==> config.mk <==
export PLATFORM = sky130hd
export DESIGN_NAME = decode_issue_queue
export DESIGN_NICKNAME = d
export VERILOG_FILES = /design/src/rtl/decode_issue_queue.sv
export SDC_FILE = /design/constraint.sdc
export NUM_CORES = 1
export LEC_CHECK = 0
export BUFFER_PORTS_ARGS = -buffer_cell sky130_fd_sc_hd__buf_2
export CAP_MARGIN = 10
export CORE_MARGIN = 2
export CORE_UTILIZATION = 58
export DETAILED_ROUTE_END_ITERATION = 12
export PLACE_DENSITY = 0.78
export SLEW_MARGIN = 30
export SYNTH_ARGS = -nofsm -noshare
export SYNTH_HDL_FRONTEND = slang
export SYNTH_SLANG_ARGS = --single-unit
==> constraint.sdc <==
create_clock -name clk -period 3.2 [get_ports clk]
set_input_delay 0.16 -clock clk [delete_from_list [all_inputs] [get_ports clk]]
set_output_delay 0.16 -clock clk [all_outputs]
set_load 0.03 [all_outputs]
==> src/rtl/decode_issue_queue.sv <==
// Decode/issue queue: DEPTH-entry instruction FIFO feeding a registered RV32 decode stage.
// Define M_EXT_EN to enable M-extension decode and the multiply/divide busy stall.
module decode_issue_queue #(
    parameter int DEPTH   = 4,
    parameter int MUL_LAT = 2,
    parameter int DIV_LAT = 32
) (
    input  logic        clk,
    input  logic        rst_n,
    input  logic        flush,
    input  logic        in_valid,
    output logic        in_ready,
    input  logic [31:0] in_instr,
    input  logic [31:0] in_pc,
    output logic        out_valid,
    input  logic        out_ready,
    output logic [31:0] out_instr,
    output logic [31:0] out_pc,
    output logic        out_alu_src,
    output logic        out_mem_write,
    output logic        out_wb_load,
    output logic        out_wb_reg_file,
    output logic        out_invalid,
    output logic        out_m_type,
    output logic [2:0]  out_load_type,
    output logic [1:0]  out_store_type,
    output logic        m_busy
);

    localparam int PTR_W = $clog2(DEPTH);
    localparam int CNT_W = PTR_W + 1;

    localparam logic [6:0] OP_R      = 7'b0110011;
    localparam logic [6:0] OP_I      = 7'b0010011;
    localparam logic [6:0] OP_LOAD   = 7'b0000011;
    localparam logic [6:0] OP_STORE  = 7'b0100011;
    localparam logic [6:0] OP_LUI    = 7'b0110111;
    localparam logic [6:0] OP_AUIPC  = 7'b0010111;
    localparam logic [6:0] OP_JAL    = 7'b1101111;
    localparam logic [6:0] OP_JALR   = 7'b1100111;
    localparam logic [6:0] OP_BRANCH = 7'b1100011;

    localparam logic [2:0] LOAD_LB   = 3'd0;
    localparam logic [2:0] LOAD_LH   = 3'd1;
    localparam logic [2:0] LOAD_LW   = 3'd2;
    localparam logic [2:0] LOAD_LBU  = 3'd3;
    localparam logic [2:0] LOAD_LHU  = 3'd4;
    localparam logic [2:0] LOAD_DEF  = 3'd7;
    localparam logic [1:0] STORE_SB  = 2'd0;
    localparam logic [1:0] STORE_SH  = 2'd1;
    localparam logic [1:0] STORE_SW  = 2'd2;
    localparam logic [1:0] STORE_DEF = 2'd3;

    typedef struct packed {
        logic       alu_src;
        logic       mem_write;
        logic       wb_load;
        logic       wb_reg_file;
        logic       invalid;
        logic       m_type;
        logic [2:0] load_type;
        logic [1:0] store_type;
    } ctrl_t;

    localparam ctrl_t CTRL_RST = '{
        alu_src: 1'b0, mem_write: 1'b0, wb_load: 1'b0, wb_reg_file: 1'b0,
        invalid: 1'b0, m_type: 1'b0, load_type: LOAD_DEF, store_type: STORE_DEF
    };

    function automatic ctrl_t decode(input logic [31:0] instr);
        ctrl_t      c;
        logic [6:0] op;
        logic [2:0] f3;
        logic [6:0] f7;
        op = instr[6:0];
        f3 = instr[14:12];
        f7 = instr[31:25];
        c  = CTRL_RST;
        case (op)
            OP_R: begin
                c.wb_reg_file = 1'b1;
                if (f7 == 7'b0000001) begin
`ifdef M_EXT_EN
                    c.m_type = 1'b1;
`else
                    c.invalid = 1'b1;
`endif
                end else if (f7 != 7'b0000000 && f7 != 7'b0100000) begin
                    c.invalid = 1'b1;
                end
            end
            OP_I, OP_LUI, OP_AUIPC, OP_JALR: begin
                c.alu_src     = 1'b1;
                c.wb_reg_file = 1'b1;
            end
            OP_LOAD: begin
                c.alu_src     = 1'b1;
                c.wb_reg_file = 1'b1;
                c.wb_load     = 1'b1;
                case (f3)
                    3'b000:  c.load_type = LOAD_LB;
                    3'b001:  c.load_type = LOAD_LH;
                    3'b010:  c.load_type = LOAD_LW;
                    3'b100:  c.load_type = LOAD_LBU;
                    3'b101:  c.load_type = LOAD_LHU;
                    default: c.load_type = LOAD_DEF;
                endcase
            end
            OP_STORE: begin
                c.alu_src   = 1'b1;
                c.mem_write = 1'b1;
                case (f3)
                    3'b000:  c.store_type = STORE_SB;
                    3'b001:  c.store_type = STORE_SH;
                    3'b010:  c.store_type = STORE_SW;
                    default: c.store_type = STORE_DEF;
                endcase
            end
            OP_JAL:    c.wb_reg_file = 1'b1;
            OP_BRANCH: ;
            default:   c.invalid = 1'b1;
        endcase
        // An invalid bundle is still issued, but must not write any architectural state.
        if (c.invalid) begin
            c.wb_reg_file = 1'b0;
            c.wb_load     = 1'b0;
            c.mem_write   = 1'b0;
            c.load_type   = LOAD_DEF;
            c.store_type  = STORE_DEF;
        end
        return c;
    endfunction

    logic [31:0]      pc_mem    [DEPTH];
    logic [31:0]      instr_mem [DEPTH];
    logic [PTR_W-1:0] wr_ptr_q, wr_ptr_d;
    logic [PTR_W-1:0] rd_ptr_q, rd_ptr_d;
    logic [CNT_W-1:0] count_q, count_d;

    logic             out_valid_q, out_valid_d;
    logic [31:0]      out_pc_q, out_pc_d;
    logic [31:0]      out_instr_q, out_instr_d;
    ctrl_t            out_ctrl_q, out_ctrl_d;

    logic             push;
    logic             load;
    logic [31:0]      head_instr;
    ctrl_t            head_ctrl;

    assign head_instr = instr_mem[rd_ptr_q];
    assign head_ctrl  = decode(head_instr);
    assign in_ready   = (count_q < CNT_W'(DEPTH));

    // NOTE: every always_comb output gets a default first so no path can infer a latch.
    always_comb begin
        push     = in_valid && in_ready && !flush;
        load     = (count_q != '0) && !m_busy && (!out_valid_q || out_ready) && !flush;
        wr_ptr_d = wr_ptr_q;
        rd_ptr_d = rd_ptr_q;
        count_d  = count_q;

        if (flush) begin
            wr_ptr_d = '0;
            rd_ptr_d = '0;
            count_d  = '0;
        end else begin
            if (push) wr_ptr_d = wr_ptr_q + PTR_W'(1);
            if (load) rd_ptr_d = rd_ptr_q + PTR_W'(1);
            case ({push, load})
                2'b10:   count_d = count_q + CNT_W'(1);
                2'b01:   count_d = count_q - CNT_W'(1);
                default: count_d = count_q;
            endcase
        end
    end

    always_comb begin
        out_valid_d = out_valid_q;
        out_pc_d    = out_pc_q;
        out_instr_d = out_instr_q;
        out_ctrl_d  = out_ctrl_q;
        if (flush) begin
            out_valid_d = 1'b0;
        end else if (load) begin
            out_valid_d = 1'b1;
            out_pc_d    = pc_mem[rd_ptr_q];
            out_instr_d = head_instr;
            out_ctrl_d  = head_ctrl;
        end else if (out_ready) begin
            out_valid_d = 1'b0;
        end
    end

    // NOTE: storage array is deliberately not reset; count_q alone says which entries are live.
    always_ff @(posedge clk) begin
        if (push) begin
            pc_mem[wr_ptr_q]    <= in_pc;
            instr_mem[wr_ptr_q] <= in_instr;
        end
    end

    // NOTE: sequential state uses non-blocking assignments so all flops update from pre-edge values.
    always_ff @(posedge clk or negedge rst_n) begin
        if (!rst_n) begin
            wr_ptr_q    <= '0;
            rd_ptr_q    <= '0;
            count_q     <= '0;
            out_valid_q <= 1'b0;
            out_pc_q    <= '0;
            out_instr_q <= '0;
            out_ctrl_q  <= CTRL_RST;
        end else begin
            wr_ptr_q    <= wr_ptr_d;
            rd_ptr_q    <= rd_ptr_d;
            count_q     <= count_d;
            out_valid_q <= out_valid_d;
            out_pc_q    <= out_pc_d;
            out_instr_q <= out_instr_d;
            out_ctrl_q  <= out_ctrl_d;
        end
    end

`ifdef M_EXT_EN
    localparam int MAX_LAT = (MUL_LAT > DIV_LAT) ? MUL_LAT : DIV_LAT;
    localparam int BUSY_W  = $clog2(MAX_LAT + 1);

    logic [BUSY_W-1:0] busy_q, busy_d;

    // The counter is armed when an M-type bundle enters the output register, so the
    // following instruction waits the full unit latency before it can be issued.
    always_comb begin
        busy_d = busy_q;
        if (load && head_ctrl.m_type) begin
            busy_d = head_instr[14] ? BUSY_W'(DIV_LAT - 1) : BUSY_W'(MUL_LAT - 1);
        end else if (busy_q != '0) begin
            busy_d = busy_q - BUSY_W'(1);
        end
    end

    always_ff @(posedge clk or negedge rst_n) begin
        if (!rst_n) begin
            busy_q <= '0;
        end else begin
            busy_q <= busy_d;
        end
    end

    assign m_busy = (busy_q != '0);
`else
    assign m_busy = 1'b0;
`endif

    assign out_valid       = out_valid_q;
    assign out_pc          = out_pc_q;
    assign out_instr       = out_instr_q;
    assign out_alu_src     = out_ctrl_q.alu_src;
    assign out_mem_write   = out_ctrl_q.mem_write;
    assign out_wb_load     = out_ctrl_q.wb_load;
    assign out_wb_reg_file = out_ctrl_q.wb_reg_file;
    assign out_invalid     = out_ctrl_q.invalid;
    assign out_m_type      = out_ctrl_q.m_type;
    assign out_load_type   = out_ctrl_q.load_type;
    assign out_store_type  = out_ctrl_q.store_type;

endmodule

# After elaboration in Yosys (flattened, before gate mapping)
# Memories as Yosys holds them, arrays and structs flattened. A register that Yosys moved wholly into a read port is not among the register bits.
# Index checks and enable logic that the tools add are counted.
# totals
in_bits,69
register_bits,50
mem_bits_rw,256
elab_cells,81
memories,2
# classes
bitwise_logic,1
n_mux,24
n_addsub,4
eq_ne,17
n_reduce_logical,20
n_lt_le_gt_ge,1
# mem_list
name,depth,width,rd,rd_clocked_by_memory_dff,wr,line,source
instr_mem,4,32,1,0,1,135,logic [31:0] instr_mem [DEPTH];
pc_mem,4,32,1,1,1,134,logic [31:0] pc_mem [DEPTH];
# ops
cell,n
"equality test 7 x 6 -> 1 bit, second input constant",3
"equality test 7 bit, second input constant",3
one-hot mux 3 bit (5 select lines),1
"equality test 7 x 5 -> 1 bit, second input constant",2
2-to-1 mux 1 bit,11
2-to-1 mux 2 bit,5
2-to-1 mux 3 bit,3
nonzero test 3 bit,3
OR reduction 8 bit,1
"equality test 7 x 1 -> 1 bit, second input constant",1
"equality test 7 x 2 -> 1 bit, second input constant",1
"inequality test 7 x 6 -> 1 bit, second input constant",1
nonzero test 7 bit,1
OR reduction 7 bit,1
"equality test 3 bit, second input constant",2
one-hot mux 2 bit (3 select lines),1
one-hot mux 3 bit (2 select lines),1
OR reduction 6 bit,1
logical AND 1 bit,5
2-to-1 mux 5 bit,1
"adder 2 x 1 -> 2 bit, second input constant",2
nonzero test 2 bit,2
"adder 3 x 1 -> 3 bit, second input constant",1
"equality test 3 x 1 -> 1 bit, second input constant",1
11 further kinds,13

# Longest topological paths before layout
# logic_depth
ltp_word,7
depth_mapped,9
mapped_depth_nobuf,7

# Worst setup path before layout
# OpenSTA, ideal clock, no wires.
# synth_timing
path_type,flip-flop to flip-flop
start,register count_q[2]
end,"memory instr_mem[0][0], enable pin"
path_slack_ns,0.304
setup_time_ns,0.429
t_arrival_ns,2.467
t_required_ns,2.771
path_stages_with_launch,5
period_less_slack_ns,2.896
n_path_buf,1
cell_sequence,dfrtp_1 > nor2b_1 > buf_1 > nor2b_1 > and2_1
# synth_between
elab_chain_cells,5
# synth_rtl
item,line,source
from (decl),138,"logic [CNT_W-1:0] count_q, count_d;"
from (signal assigned),215,count_q <= count_d;
< comparator 3 bit,152,assign in_ready = (count_q < CNT_W'(DEPTH));
logical AND 1 bit (2 in a row),156,push = in_valid && in_ready && !flush;
2-to-1 mux 1 bit,196,if (push) begin
2-to-1 mux 1 bit (not written as such),198,instr_mem[wr_ptr_q] <= in_instr;
to (decl),135,
# No other way between the ends.

# Worst setup path in the final report
# layout_timing
start,register rd_ptr_q[0]
end,register out_ctrl_q (netlist bit out_store_type[1])
# layout_between
elab_chain_cells,7
elab_cells_between_ends,24
# layout_rtl
item,line,source
from (decl),137,"logic [PTR_W-1:0] rd_ptr_q, rd_ptr_d;"
from (signal assigned),214,rd_ptr_q <= rd_ptr_d;
memory (4 x 32 bit) (*),-,
inequality test 7 x 6 -> 1 bit / nonzero test 7 bit (equally long branches),88,end else if (f7 != 7'b0000000 && f7 != 7'b0100000) begin
logical AND 1 bit,88,
2-to-1 mux 1 bit,88,
2-to-1 mux 1 bit,82,if (f7 == 7'b0000001) begin
one-hot mux 1 bit (2 select lines),79,case (op)
2-to-1 mux 5 bit (*),124,if (c.invalid) begin
to (signal assigned),219,out_ctrl_q <= out_ctrl_d;
to (decl),143,"ctrl_t out_ctrl_q, out_ctrl_d;"
# Every way passes the cells marked *; elsewhere a longest branch is shown, timed or not.
# A chain may end at the register's enable or synchronous reset.

==> results.toml <==
[outcome]
status = "finished clean"

[floorplanning]
placementRows = 54
die_area_um2 = 23000
coreArea_um2 = 21600
pin_count = 147
start_util_pct = 58.4
die_w_um = 152
fp.dieH_um = 152

[sta]
clock.fmax_mhz = 378
tns_ps = 0
period_minus_slack_ps = 2640
grt_setup_unrepaired = "no"
tightest_slew_ps = 618
max-slew-margin-rel_pct = 58.6
hold_viol = 0
finClkSkew_ps = 11.6
period_share_pct = 82.6
fin_hold_ws_ps = 93.0
finalMaxSlewViolations = 0
setup_viol = 0

[logic_synthesis]
syn_inst = 721
ys_ff_latch = 338
ys_seq_area_share_pct = 77.1
syn_area_um2 = 12600
yosysWarningCount = 0
synth.distinct_cells = 37
avgSynthCellArea_um2 = 17.5

[setup_path]
max_stage_delay_ps = 740
r2r_start = "rd_ptr_q[0]"
reg2regPathDepth = 5
critPathMaxFanout = 24
required_ps = 3630
end_kind = "flip-flop"
ff2ff_setup_slack_ps = 560
setup.worst_path.start_class = "flip-flop"
worstPathArrival_ps = 3080
r2r_end = "out_store_type[1]"
crit_path_cell_trace = "mux4_1 -> nand2b_1 -> or4_4 -> nor4_2 -> nor2_1"
worst-setup-path-type = "reg2reg"
slowest_stage = "dfrtp_4"

[cells_and_area]
final_nets = 1036
layout_common_cells = "edfxtp_1 (256), nand2_1 (198), buf_2 (143), dfrtp_1 (75), dlygate4sd3_1 (67)"
final_common_cell = "edfxtp_1"
drive_above_1_share_pct = 30.4
area.growth.synth_to_final_pct = 23.2

[pwr]
leakage_uw = 0.00599
p_per_area_nw_per_um2 = 856
peakVddDrop_uv = 748

[placement]
dp.final_hpwl_mm = 15.7
globalplace.congestion = 0.878
io_buffer_count = 144

[grt]
grt_pass1_wl_mm = 40.2
antenna_found_initial = 1
grt_pass1_vias = 7306
grt_max_degree = 44
grt_overflow = 0
track_usage_pct = 23.7

[cts]
clock_sinks = 338
clk_pin_slew_ps = 60
cts_resized = 0
clockRootBuffer = "clkbuf_16"
cts-buffers-inserted = 34
clk_latency_ps = 510
cts_tree = "built"
cts_buffer_depth = 3
ctsHoldBuffers = 67
cts_setup_buffers = 0
htree_levels = 2

[drt]
avgRoutedWirePerCell_um = 20.5
vias = 7028
drtIter0Drc = 556
via_per_inst = 5.54
postRouteAntennaNets = 0
drt_wl_total_mm = 26.1
first_pass_iters = 5
drc = 0

[flow_run]
maxCapViolations = 0

[hold_path]
holdCritStartpoint = "in_valid"
worstHoldPathCells = 4
min_delay_worst_endpoint = "count_q[2]"
hp-class = "in2reg"
==> how the worst max path moves through the flow <==
stage	from	end
after floorplan	count_q[2]	instr_mem[0][0]
after CTS	rd_ptr_q[0]	out_store_type[1]
after global routing	rd_ptr_q[0]	out_store_type[1]
after detailed placement	rd_ptr_q[0]	out_store_type[1]
after global placement	rd_ptr_q[0]	out_store_type[1]
final	rd_ptr_q[0]	out_store_type[1]
==> per-layer routing <==
layer	vias to the layer above	track usage (%)	share of wire, %	wire length (µm)
li1	3155	-	-	-
met1	3557	32.1	39	10300
met2	273	39.8	52	13600
met3	43	4.49	6.5	1700
met4	0	7.45	2.0	514
met5	-	0	0	0
==> worst max-delay path: cells and delay by family (launching register included) <==
kind / cells / cell delay (ps)
flip-flops: 1 / 740
multiplexers: 1 / 740
AND/OR/NAND/NOR: 4 / 1100
==> flip-flops by register name, summed over array words and instances (netlist names), 3 cells and up <==
| name | flops |
|---|---|
| instr_mem | 128 |
| out_instr | 32 |
| count_q | 3 |
| pc_mem | 128 |
| out_load_type | 3 |
| out_pc | 32 |
==> Yosys cell counts <==
library cell	count	area share (%)
dfstp_2	5	1.0
xor2_1	2	0.14
or3_1	1	0.050
inv_1	4	0.12
buf_6	1	0.089
or2_2	3	0.15
buf_1	3	0.089
nor2b_1	6	0.30
nand3_1	2	0.079
buf_2	9	0.36
xnor2_1	3	0.21
nor3_1	4	0.16
o31ai_1	1	0.059
a21oi_1	10	0.40
nand2_1	198	5.9
o21ai_0	4	0.16
dfrtp_1	77	15
or4_4	1	0.089
mux2_2	1	0.089
mux2i_1	1	0.079
fa_1	1	0.16
or4_1	1	0.059
mux4_2	62	11
edfxtp_1	256	61
conb_1	1	0.030
mux4_1	2	0.42
o32a_1	1	0.079
nand2b_1	2	0.099
clkbuf_1	18	0.53
o41ai_1	1	0.069
or2_4	1	0.069
buf_4	2	0.12
and2_1	4	0.20
nor4_2	2	0.20
nor2_1	24	0.71
o22a_1	3	0.21
ha_1	4	0.40
==> metrics by stage <==
stage	total power, µW	instance area, µm²	std cells	util, %	worst slack (ps)
after floorplan	8410	12600	722	-	304
after global placement	9430	13800	1139	63.9	629
after detailed placement	9520	13800	1139	63.9	558
after CTS	13400	15600	1268	72.0	548
after global routing	14000	15600	1269	72.0	409
final	13300	15600	1269	72.0	558
==> report_power, final <==
| part | switching, µW | total [µW] | internal [µW] |
|---|---|---|---|
| Sequential | 404 | 5830 | 5430 |
| Clock | 1560 | 3800 | 2240 |
| Combinational | 2360 | 3700 | 1340 |
==> kinds of logic (layout without fill, tap and decap cells) <==
kind of cell	after synthesis	after routing	synth area share (%)
muxes	66	66	11.6
buffers and inverters	37	303	1.31
adders and majority gates	5	5	0.554
other	1	3	0.0297
xor gates and xnor gates	5	5	0.347
AOI/OAI and AO/OA	20	20	0.970
and+or+nand+nor	249	249	8.04
DFF	338	338	77.1
==> cell type report <==
class                   count  area (µm²)
repair buffers            237        1630
diodes                      1        2.50
flip-flops and latches    338        9750
multi-input cells         347        2750
well taps                 280         350
clock inverters            12        85.1
clock buffers              50         995
inverters                   4        15.0
fillers                  1335        6050
(Power assumes the default switching activity.)
